===== config.mk =====
export PLATFORM = sky130hd
export DESIGN_NAME = adder_stim_driver
export DESIGN_NICKNAME = d
export VERILOG_FILES = /design/src/rtl/adder_drv_pkg.sv /design/src/rtl/adder_drv_lfsr.sv /design/src/rtl/adder_stim_driver.sv
export SDC_FILE = /design/constraint.sdc
export NUM_CORES = 1
export LEC_CHECK = 0
export CORE_UTILIZATION = 30
export CTS_BUF_LIST = sky130_fd_sc_hd__clkbuf_4 sky130_fd_sc_hd__clkbuf_8 sky130_fd_sc_hd__clkbuf_16
export DETAILED_ROUTE_END_ITERATION = 7
export GPL_TIMING_DRIVEN = 0
export PLACE_DENSITY = 0.55
export RECOVER_POWER = 25
export SETUP_SLACK_MARGIN = 0.5
export SYNTH_ARGS = -nofsm -noshare
export SYNTH_HDL_FRONTEND = slang
export SYNTH_SLANG_ARGS = --single-unit

===== constraint.sdc =====
create_clock -name clk -period 2.4 [get_ports clk]
set_clock_uncertainty 0.2 [all_clocks]
set_input_delay 0.6 -clock clk [delete_from_list [all_inputs] [get_ports clk]]
set_output_delay 0.6 -clock clk [all_outputs]
set_load 0.005 [all_outputs]

===== src/rtl/adder_drv_pkg.sv =====
// Shared types, constants and helpers for the adder stimulus driver.
package adder_drv_pkg;

  typedef enum logic [2:0] {
    ST_IDLE  = 3'd0,
    ST_DRIVE = 3'd1,
    ST_WAIT  = 3'd2,
    ST_CHECK = 3'd3,
    ST_DONE  = 3'd4
  } drv_state_t;

  // Right-shift Galois masks; the N=4 (8-bit) values are the ones used by default.
  localparam logic [7:0] LFSR_TAPS    = 8'hB8;
  localparam logic [7:0] DEFAULT_SEED = 8'h01;

  function automatic logic [31:0] lfsr_taps_f(input int w);
    logic [31:0] t;
    case (w)
      2:       t = 32'h0000_0003;
      4:       t = 32'h0000_000C;
      6:       t = 32'h0000_0030;
      8:       t = 32'h0000_00B8;
      10:      t = 32'h0000_0240;
      12:      t = 32'h0000_0829;
      14:      t = 32'h0000_2015;
      16:      t = 32'h0000_B400;
      32:      t = 32'h8020_0003;
      default: t = (32'h0000_0001 << (w - 1)) | 32'h0000_0001;
    endcase
    return t;
  endfunction

  function automatic logic [31:0] default_seed_f(input int w);
    logic [31:0] s;
    if (w > 0) begin
      s = 32'h0000_0001;
    end else begin
      s = 32'h0000_0000;
    end
    return s;
  endfunction

  function automatic logic [15:0] sat_inc16(input logic [15:0] v);
    logic [15:0] r;
    if (v == 16'hFFFF) begin
      r = v;
    end else begin
      r = v + 16'd1;
    end
    return r;
  endfunction

endpackage


===== src/rtl/adder_drv_lfsr.sv =====
// Seedable Galois LFSR; a zero seed is replaced by SEED so the register never locks up.
module adder_drv_lfsr
  import adder_drv_pkg::*;
#(
  parameter int           W    = 8,
  parameter logic [W-1:0] TAPS = LFSR_TAPS,
  parameter logic [W-1:0] SEED = DEFAULT_SEED
) (
  input  logic         clk_i,
  input  logic         rst_ni,
  input  logic         load_i,
  input  logic [W-1:0] seed_i,
  input  logic         step_i,
  output logic [W-1:0] state_o
);

  logic [W-1:0] lfsr_q, lfsr_d, next_s;

  always_comb begin
    if (lfsr_q[0]) begin
      next_s = {1'b0, lfsr_q[W-1:1]} ^ TAPS;
    end else begin
      next_s = {1'b0, lfsr_q[W-1:1]};
    end
    if (load_i) begin
      lfsr_d = (seed_i == {W{1'b0}}) ? SEED : seed_i;
    end else if (step_i) begin
      lfsr_d = next_s;
    end else begin
      lfsr_d = lfsr_q;
    end
  end

  always_ff @(posedge clk_i or negedge rst_ni) begin
    if (!rst_ni) begin
      lfsr_q <= SEED;
    end else begin
      lfsr_q <= lfsr_d;
    end
  end

  assign state_o = lfsr_q;

endmodule


===== src/rtl/adder_stim_driver.sv =====
// LFSR-driven self-checking stimulus source for an N-bit adder.
// Define ADDER_DRV_DIRECTED_EN to start every run with the four corner vectors.
module adder_stim_driver
  import adder_drv_pkg::*;
#(
  parameter int N       = 4,
  parameter int LATENCY = 0
) (
  input  logic           clk,
  input  logic           rst,
  input  logic           start,
  input  logic [15:0]    num_vec,
  input  logic [2*N-1:0] seed,
  output logic [N-1:0]   in1,
  output logic [N-1:0]   in2,
  input  logic [N:0]     out,
  output logic           busy,
  output logic           done,
  output logic [15:0]    pass_cnt,
  output logic [15:0]    fail_cnt,
  output logic           fail_seen,
  output logic [N-1:0]   fail_in1,
  output logic [N-1:0]   fail_in2,
  output logic [N:0]     fail_out
);

  localparam int          W         = 2 * N;
  localparam logic [31:0] TAPS_FULL = lfsr_taps_f(W);
  localparam logic [31:0] SEED_FULL = default_seed_f(W);
  localparam logic [15:0] LAT_CNT   = 16'(LATENCY);

  drv_state_t     state_q, state_d;
  logic [N-1:0]   in1_q, in1_d, in2_q, in2_d;
  logic [N-1:0]   fin1_q, fin1_d, fin2_q, fin2_d;
  logic [N:0]     fout_q, fout_d, expected_s;
  logic           busy_q, busy_d, done_q, done_d, fseen_q, fseen_d;
  logic [15:0]    pass_q, pass_d, fail_q, fail_d, rem_q, rem_d, wcnt_q, wcnt_d;
  logic [W-1:0]   lfsr_s;
  logic           lfsr_load_s, lfsr_step_s;
`ifdef ADDER_DRV_DIRECTED_EN
  logic [2:0]     idx_q, idx_d;
`endif

  adder_drv_lfsr #(
    .W    (W),
    .TAPS (TAPS_FULL[W-1:0]),
    .SEED (SEED_FULL[W-1:0])
  ) u_lfsr (
    .clk_i   (clk),
    .rst_ni  (rst),
    .load_i  (lfsr_load_s),
    .seed_i  (seed),
    .step_i  (lfsr_step_s),
    .state_o (lfsr_s)
  );

  assign expected_s = {1'b0, in1_q} + {1'b0, in2_q};

  always_comb begin
    state_d     = state_q;
    in1_d       = in1_q;
    in2_d       = in2_q;
    fin1_d      = fin1_q;
    fin2_d      = fin2_q;
    fout_d      = fout_q;
    busy_d      = busy_q;
    done_d      = done_q;
    fseen_d     = fseen_q;
    pass_d      = pass_q;
    fail_d      = fail_q;
    rem_d       = rem_q;
    wcnt_d      = wcnt_q;
    lfsr_load_s = 1'b0;
    lfsr_step_s = 1'b0;
`ifdef ADDER_DRV_DIRECTED_EN
    idx_d       = idx_q;
`endif
    case (state_q)
      ST_IDLE, ST_DONE: begin
        if (start) begin
          pass_d      = 16'd0;
          fail_d      = 16'd0;
          fseen_d     = 1'b0;
          fin1_d      = {N{1'b0}};
          fin2_d      = {N{1'b0}};
          fout_d      = {(N+1){1'b0}};
          rem_d       = num_vec;
          lfsr_load_s = 1'b1;
`ifdef ADDER_DRV_DIRECTED_EN
          idx_d       = 3'd0;
`endif
          // An empty run completes on the accepting edge itself.
          if (num_vec == 16'd0) begin
            state_d = ST_DONE;
            busy_d  = 1'b0;
            done_d  = 1'b1;
          end else begin
            state_d = ST_DRIVE;
            busy_d  = 1'b1;
            done_d  = 1'b0;
          end
        end else begin
          state_d = state_q;
        end
      end
      ST_DRIVE: begin
        in1_d  = lfsr_s[N-1:0];
        in2_d  = lfsr_s[W-1:N];
`ifdef ADDER_DRV_DIRECTED_EN
        if (idx_q < 3'd4) begin
          case (idx_q[1:0])
            2'd0:    begin in1_d = {N{1'b0}}; in2_d = {N{1'b0}}; end
            2'd1:    begin in1_d = {N{1'b1}}; in2_d = {N{1'b1}}; end
            2'd2:    begin in1_d = {N{1'b1}}; in2_d = {N{1'b0}}; end
            default: begin in1_d = {N{1'b0}}; in2_d = {N{1'b1}}; end
          endcase
        end else begin
          in1_d = lfsr_s[N-1:0];
        end
`endif
        wcnt_d = LAT_CNT;
        if (LATENCY == 0) begin
          state_d = ST_CHECK;
        end else begin
          state_d = ST_WAIT;
        end
      end
      ST_WAIT: begin
        wcnt_d = wcnt_q - 16'd1;
        if (wcnt_q <= 16'd1) begin
          state_d = ST_CHECK;
        end else begin
          state_d = ST_WAIT;
        end
      end
      ST_CHECK: begin
        if (out == expected_s) begin
          pass_d = sat_inc16(pass_q);
        end else begin
          fail_d = sat_inc16(fail_q);
          if (!fseen_q) begin
            fseen_d = 1'b1;
            fin1_d  = in1_q;
            fin2_d  = in2_q;
            fout_d  = out;
          end else begin
            fseen_d = fseen_q;
          end
        end
`ifdef ADDER_DRV_DIRECTED_EN
        lfsr_step_s = (idx_q >= 3'd4);
        idx_d       = (idx_q >= 3'd4) ? idx_q : idx_q + 3'd1;
`else
        lfsr_step_s = 1'b1;
`endif
        rem_d = rem_q - 16'd1;
        if (rem_q <= 16'd1) begin
          state_d = ST_DONE;
          busy_d  = 1'b0;
          done_d  = 1'b1;
        end else begin
          state_d = ST_DRIVE;
        end
      end
      default: begin
        state_d = ST_IDLE;
        busy_d  = 1'b0;
        done_d  = 1'b0;
      end
    endcase
  end

  always_ff @(posedge clk or negedge rst) begin
    if (!rst) begin
      state_q <= ST_IDLE;
      in1_q   <= {N{1'b0}};
      in2_q   <= {N{1'b0}};
      fin1_q  <= {N{1'b0}};
      fin2_q  <= {N{1'b0}};
      fout_q  <= {(N+1){1'b0}};
      busy_q  <= 1'b0;
      done_q  <= 1'b0;
      fseen_q <= 1'b0;
      pass_q  <= 16'd0;
      fail_q  <= 16'd0;
      rem_q   <= 16'd0;
      wcnt_q  <= 16'd0;
`ifdef ADDER_DRV_DIRECTED_EN
      idx_q   <= 3'd0;
`endif
    end else begin
      state_q <= state_d;
      in1_q   <= in1_d;
      in2_q   <= in2_d;
      fin1_q  <= fin1_d;
      fin2_q  <= fin2_d;
      fout_q  <= fout_d;
      busy_q  <= busy_d;
      done_q  <= done_d;
      fseen_q <= fseen_d;
      pass_q  <= pass_d;
      fail_q  <= fail_d;
      rem_q   <= rem_d;
      wcnt_q  <= wcnt_d;
`ifdef ADDER_DRV_DIRECTED_EN
      idx_q   <= idx_d;
`endif
    end
  end

  assign in1       = in1_q;
  assign in2       = in2_q;
  assign busy      = busy_q;
  assign done      = done_q;
  assign pass_cnt  = pass_q;
  assign fail_cnt  = fail_q;
  assign fail_seen = fseen_q;
  assign fail_in1  = fin1_q;
  assign fail_in2  = fin2_q;
  assign fail_out  = fout_q;

endmodule


# [Word level (Yosys, flattened, before mapping)]
# Index checks and enable logic that the tools add are counted.
[word_totals] regBits=99 input_bits=32 output_inout_bits=56
[op_classes] n_addsub=5 n_lt_le_gt_ge=2 n_eq_ne=14 mux=44 n_bitwise=2 reduce_logical=14
[ops] operator="$pmux 16 s2" count=4
[ops] operator="$mux 16" count=6
[ops] operator="$add 16x1->16 const B" count=2
[ops] operator="$eq 16x16->1 const B" count=2
[ops] operator="$le 16x1->1 const B" count=2
[ops] operator="$mux 8" count=4
[ops] operator="$sub 16x1->16 const B" count=2
[ops] operator="$mux 4" count=5
[ops] operator="$logic_not 16->1" count=1
[ops] operator="$pmux 4 s2" count=2
[ops] operator="$mux 5" count=3
[ops] operator="$ne 2x2->1 const B" count=7
[ops] operator="$mux 1" count=12
[ops] operator="$pmux 3 s4" count=1
[ops] operator="$reduce_and 4->1" count=3
[ops] operator="$pmux 5 s2" count=1
[ops] operator="$mux 3" count=3
[ops] operator="$logic_not 8->1" count=1
[ops] operator="$eq 3x2->1 const B" count=2
[ops] operator="$pmux 1 s3" count=2
[ops] operator="$reduce_and 3->1" count=2
[ops] operator="$reduce_bool 2->1" count=3
[ops] operator="$add 4x4->5" count=1
[ops] operator="$eq 5x5->1" count=1
[ops] operator="other kinds (8)" count=9

# [Logic depth before layout (Yosys ltp)]
[logic_depth] word_depth=4 ltp_mapped=9 ltp_nobuf=8

# [Modules after synthesis]
# Synthesis repeated with hierarchy kept, for this count alone.
[hier_totals] cells_unflattened=530 hier_area_um2=5253.8
[modules_own_cells] mod="adder_stim_driver" n_inst=1 cells_each=490 area_each_um2=4847.1 seq_area_each_um2=2277.2
[modules_own_cells] mod="adder_drv_lfsr" n_inst=1 cells_each=40 area_each_um2=406.6 seq_area_each_um2=201.4

# [Least setup slack after synthesis]
# Ideal clock, no wire load.
[synth_path] path_kind="register -> register" start="reg in1_q[0] (netlist: in1[0])" end="reg pass_q[3] (netlist: pass_cnt[3])" setup_ps=140 t_arrival_ps=2311 t_required_ps=2060 path_slack_ps=-251 stages_incl_launch_ff=10 path_buffers=1 synth_period_minus_slack_ps=2651 path_cell_list="dfrtp_1 ha_1 inv_1 fa_1 xnor3_1 nor3_2 o221ai_1 clkbuf_1 o311ai_0 o41ai_1"
[synth_between] elab_chain_len=4
[synth_lines] element="start: declaration" line_no="adder_stim_driver.sv:33" source="logic [N-1:0] in1_q, in1_d, in2_q, in2_d;"
[synth_lines] element="start signal: assignment" line_no="adder_stim_driver.sv:176" source="in1_q <= {N{1'b0}};"
[synth_lines] element="start signal: assignment" line_no="adder_stim_driver.sv:193" source="in1_q <= in1_d;"
[synth_lines] element="$add 4x4->5" line_no="adder_stim_driver.sv:57" source="assign expected_s = {1'b0, in1_q} + {1'b0, in2_q};"
[synth_lines] element="$eq 5x5->1" line_no="adder_stim_driver.sv:137" source="if (out == expected_s) begin"
[synth_lines] element="$ne 2x2->1 (no line)"
[synth_lines] element="$reduce_and 4->1 (no line)"
[synth_lines] element="end signal: assignment" line_no="adder_stim_driver.sv:201" source="pass_q <= pass_d;"
[synth_lines] element="end: declaration" line_no="adder_stim_driver.sv:37" source="logic [15:0] pass_q, pass_d, fail_q, fail_d, rem_q, rem_d, wcnt_q, wcnt_d;"
# No other way between the ends.
# A chain may end at the register's enable or synchronous reset.

# [Worst setup path in the final report]
[layout_path] start="reg in2_q[0] (netlist: in2[0])" end="reg fout_q[4] (netlist: fail_out[4])"
[layout_between] elab_chain_len=4
[layout_lines] element="start: declaration" line_no="adder_stim_driver.sv:33"
[layout_lines] element="start signal: assignment" line_no="adder_stim_driver.sv:177" source="in2_q <= {N{1'b0}};"
[layout_lines] element="start signal: assignment" line_no="adder_stim_driver.sv:194" source="in2_q <= in2_d;"
[layout_lines] element="$add 4x4->5" line_no="adder_stim_driver.sv:57"
[layout_lines] element="$eq 5x5->1" line_no="adder_stim_driver.sv:137"
[layout_lines] element="$ne 2x2->1 (no line)"
[layout_lines] element="$reduce_and 4->1 (no line)"
[layout_lines] element="end signal: assignment" line_no="adder_stim_driver.sv:180" source="fout_q <= {(N+1){1'b0}};"
[layout_lines] element="end signal: assignment" line_no="adder_stim_driver.sv:197" source="fout_q <= fout_d;"
[layout_lines] element="end: declaration" line_no="adder_stim_driver.sv:35" source="logic [N:0] fout_q, fout_d, expected_s;"
# No other way between the ends.

==> impl_metrics.toml <==
[cells_and_area]
nets = 857
drive_above_1_share = 0.443
regArea_mm2 = 0.00251
multiInputGateArea_mm2 = 0.00379
fill_cells = 1534
stdcell_count = 1048
area_delta_synth_final_pct = 67.8
antennaDiodeCount = 0

[place]
port_buffers = 87
place.gp.congestion = 0.844
hpwl_um = 12300
dp_cells = 896
dp_slack_ns = -0.711

[clocking]
clock_path_buffers = 2
root_buffer = "clkbuf_16"
clock-sinks = 99
htree_num_levels = 3
ctsHoldBuffers = 0
cts_tree = "done"
path_clk_slew_ns = 0.07
insertion_delay_ns = 0.36
cts_buffers = 9

[floorplanning]
fp.dieH_um = 138
design.portCount = 88
start_util = 0.308
coreArea_mm2 = 0.0181
dieArea_mm2 = 0.0191
rows = 49
dieWidth_um = 138

[worst_setup_path]
max_stage_delay_ns = 0.44
critical_path.max_fanout = 5
crit_path_start_kind = "flop"
crit_buf_inv = 3
cp_common_cell = "buf_6"
required_ns = 2.44
crit_path_end_kind = "flop"
cp.arrival_ns = 2.78
crit_type = "flop to flop"
critPathSlowestCell = "fa_2"
r2r_setup_slack_ns = -0.34
cp_top_family = "adder cells"
cp_cell_sequence = "ha_2, inv_2, fa_2, xnor2_2, nor3_4, buf_6, and3_4, a221o_1, buf_6, a22o_1"

[worst_hold_path]
hp-class = "flop to flop"

[power]
power.density_mw_per_mm2 = 1230
leakagePower_nw = 4.09
vdd_ir_drop_max_uv = 468

[global_route]
grt_pass1_vias = 5855
use_met3 = 0.0423
busiest_layer = "met2"
met2_usage = 0.341
grt.total_usage = 0.209
grt_remaining_overflow = 0
grt_antenna_before_repair = 0
grt_pass1_wl_um = 31700
grt_max_degree = 53
globalRouteMet1Util = 0.273

[sta]
slew_viol_final = 0
fin_crit_ns = 2.74
setup_ws_ns = -0.344
worst_slew_pin_slew_ns = 1.33
fmax_mhz = 364
setup_viol = 46
hold_viol = 0
grt_setup_unrepaired = "true"
fin_crit_sh = 1.14
slew_headroom = 0.113
holdWs_ns = 0.281

[synthesis]
synth_area_mm2 = 0.00558
synth_top_area_share = 0.440
synthesis.nets = 621
syn_avg_cell_area_um2 = 9.65
synth_area_leaders = "dfrtp_1 44%, nand2_1 4.5%, a22o_1 2.7%"
synth_seq_area_share = 0.444
yosys_warnings = 0
ys.flop_type = "dfrtp_1"
synth_area_leader_cell = "dfrtp_1"
synth-async-reset-ratio = 1.00
synth_cell_types = 71
netlist_instances = 578
synth_edf_count = 0
ys_ff_latch = 99

[route]
ant_nets = 0
vias = 6138
wire_per_inst_um = 20.4
remaining_drc_errors = 20
firstDrtPassIters = 7
wl_um = 21400
drt_iter0_markers = 426
viasPerCell = 5.86

[run_status]
failed_checks = "design-rule violations, negative setup slack"
status = "finished, violations left"

[job]
max_cap_viol_count = 0
path summary, 6_finish.rpt:
| check | to | startpoint | cells after the start |
|---|---|---|---|
| min in group asynchronous | fail_out[4]$_DFFE_PN0P_ | rst | 1 |
| max | fail_out[4]$_DFFE_PN0P_ | in2[0]$_DFFE_PN0P_ | 10 |
| max reg2reg | fail_out[4]$_DFFE_PN0P_ | in2[0]$_DFFE_PN0P_ | 10 |
| max in group asynchronous | rem_q[10]$_DFFE_PN0P_ | rst | 2 |
| min reg2reg | busy$_DFFE_PN0P_ | busy$_DFFE_PN0P_ | 1 |
| min | busy$_DFFE_PN0P_ | busy$_DFFE_PN0P_ | 1 |
layer usage:
layer | share of wire | vias to the layer above | wire, µm
met4 | 0.023 | 0 | 500
met5 | 0 | - | 0
met2 | 0.48 | 303 | 10300
met1 | 0.42 | 3049 | 9020
li1 | - | 2735 | -
met3 | 0.075 | 51 | 1620
worst reg2reg max path, cell delays in order (launching register included):
cell and delay (ns):
dfrtp_1 0.41, ha_2 0.21, inv_2 0.06, fa_2 0.44, xnor2_2 0.19, nor3_4 0.05, buf_6 0.14, and3_4 0.15
a221o_1 0.42, buf_6 0.17, a22o_1 0.18
cells by family after synthesis:
kind of cell	count (synthesis)	synth area share
buffers and inverters	49	0.0381
and+or+nand+nor	234	0.227
adders and majority gates	11	0.0260
DFF	99	0.444
xor gates and xnor gates	10	0.0182
AOI/OAI and AO/OA	156	0.210
muxes	19	0.0363
per-stage QoR:
step	instance area [µm²]	util	TNS (ns)	total power [mW]
5_1_grt	9360	0.518	-24.72	12.1
4_1_cts	8590	0.475	-10.48	10.2
3_5_place_dp	6940	0.383	-34.85	6.87
3_3_place_gp	6910	0.382	-369.36	6.76
6_report	9360	0.518	-10.96	11.5
2_1_floorplan	5750	-	-2.34	5.32
cells in the final DEF (no fill, tap or decap), types with 11 or more instances in the layout:
master	count
a21oi_1	11
nor3_1	15
buf_2	12
buf_6	72
o211ai_1	15
dfrtp_1	75
clkdlybuf4s50_1	26
inv_1	12
dfrtp_2	23
nand2_1	60
a22o_1	17
dlygate4sd2_1	24
buf_4	78
nor2_1	22
nand3_1	23
nand4_1	14
clkbuf_16	12
sequential cells by signal, summed over array words and instances (netlist names):
name,flops
fail_cnt,16
fail_in2,4
done,1
fail_in1,4
pass_cnt,16
fail_seen,1
u_lfsr.state_o,8
rem_q,16
busy,1
in2,4
in1,4
wcnt_q,16
state_q,3
fail_out,5
layout make-up:
cell class,count,area share
clock inverters,1,0.000802
repair buffers,224,0.221
inverters,14,0.00561
clock buffers,15,0.0302
multi-input cells,431,0.405
flip-flops and latches,99,0.268
well taps,229,0.0306
plain buffers,35,0.0393
cells in the mapped netlist (10+ instances only):
cell type  instances
dfrtp_1           98
nor4_1            19
o311ai_0          15
nand4_1           14
ha_1              10
mux2_2            10
o21ai_0           19
o211ai_1          15
a21oi_1           18
a22o_1            17
and3_1            11
nor3_1            19
nand2_1           67
inv_1             14
nand3_1           29
nor2_1            27
clkbuf_1          26
power breakdown:
group	internal (mW)	switching, mW	total [mW]
sequential	2.18	0.553	2.74
clock	0.809	0.649	1.46
combinational	3.60	3.70	7.30
total	6.60	4.90	11.5
repair_timing:
item                                    CTS  global route
endpoints found under the setup margin  148           120
resized for setup                       297           145
cloned                                    4             2
endpoints found under the hold margin     0             0
setup buffers                            92            38
pin swaps                                34            48
No activity file was read; power rests on OpenSTA's default activity.
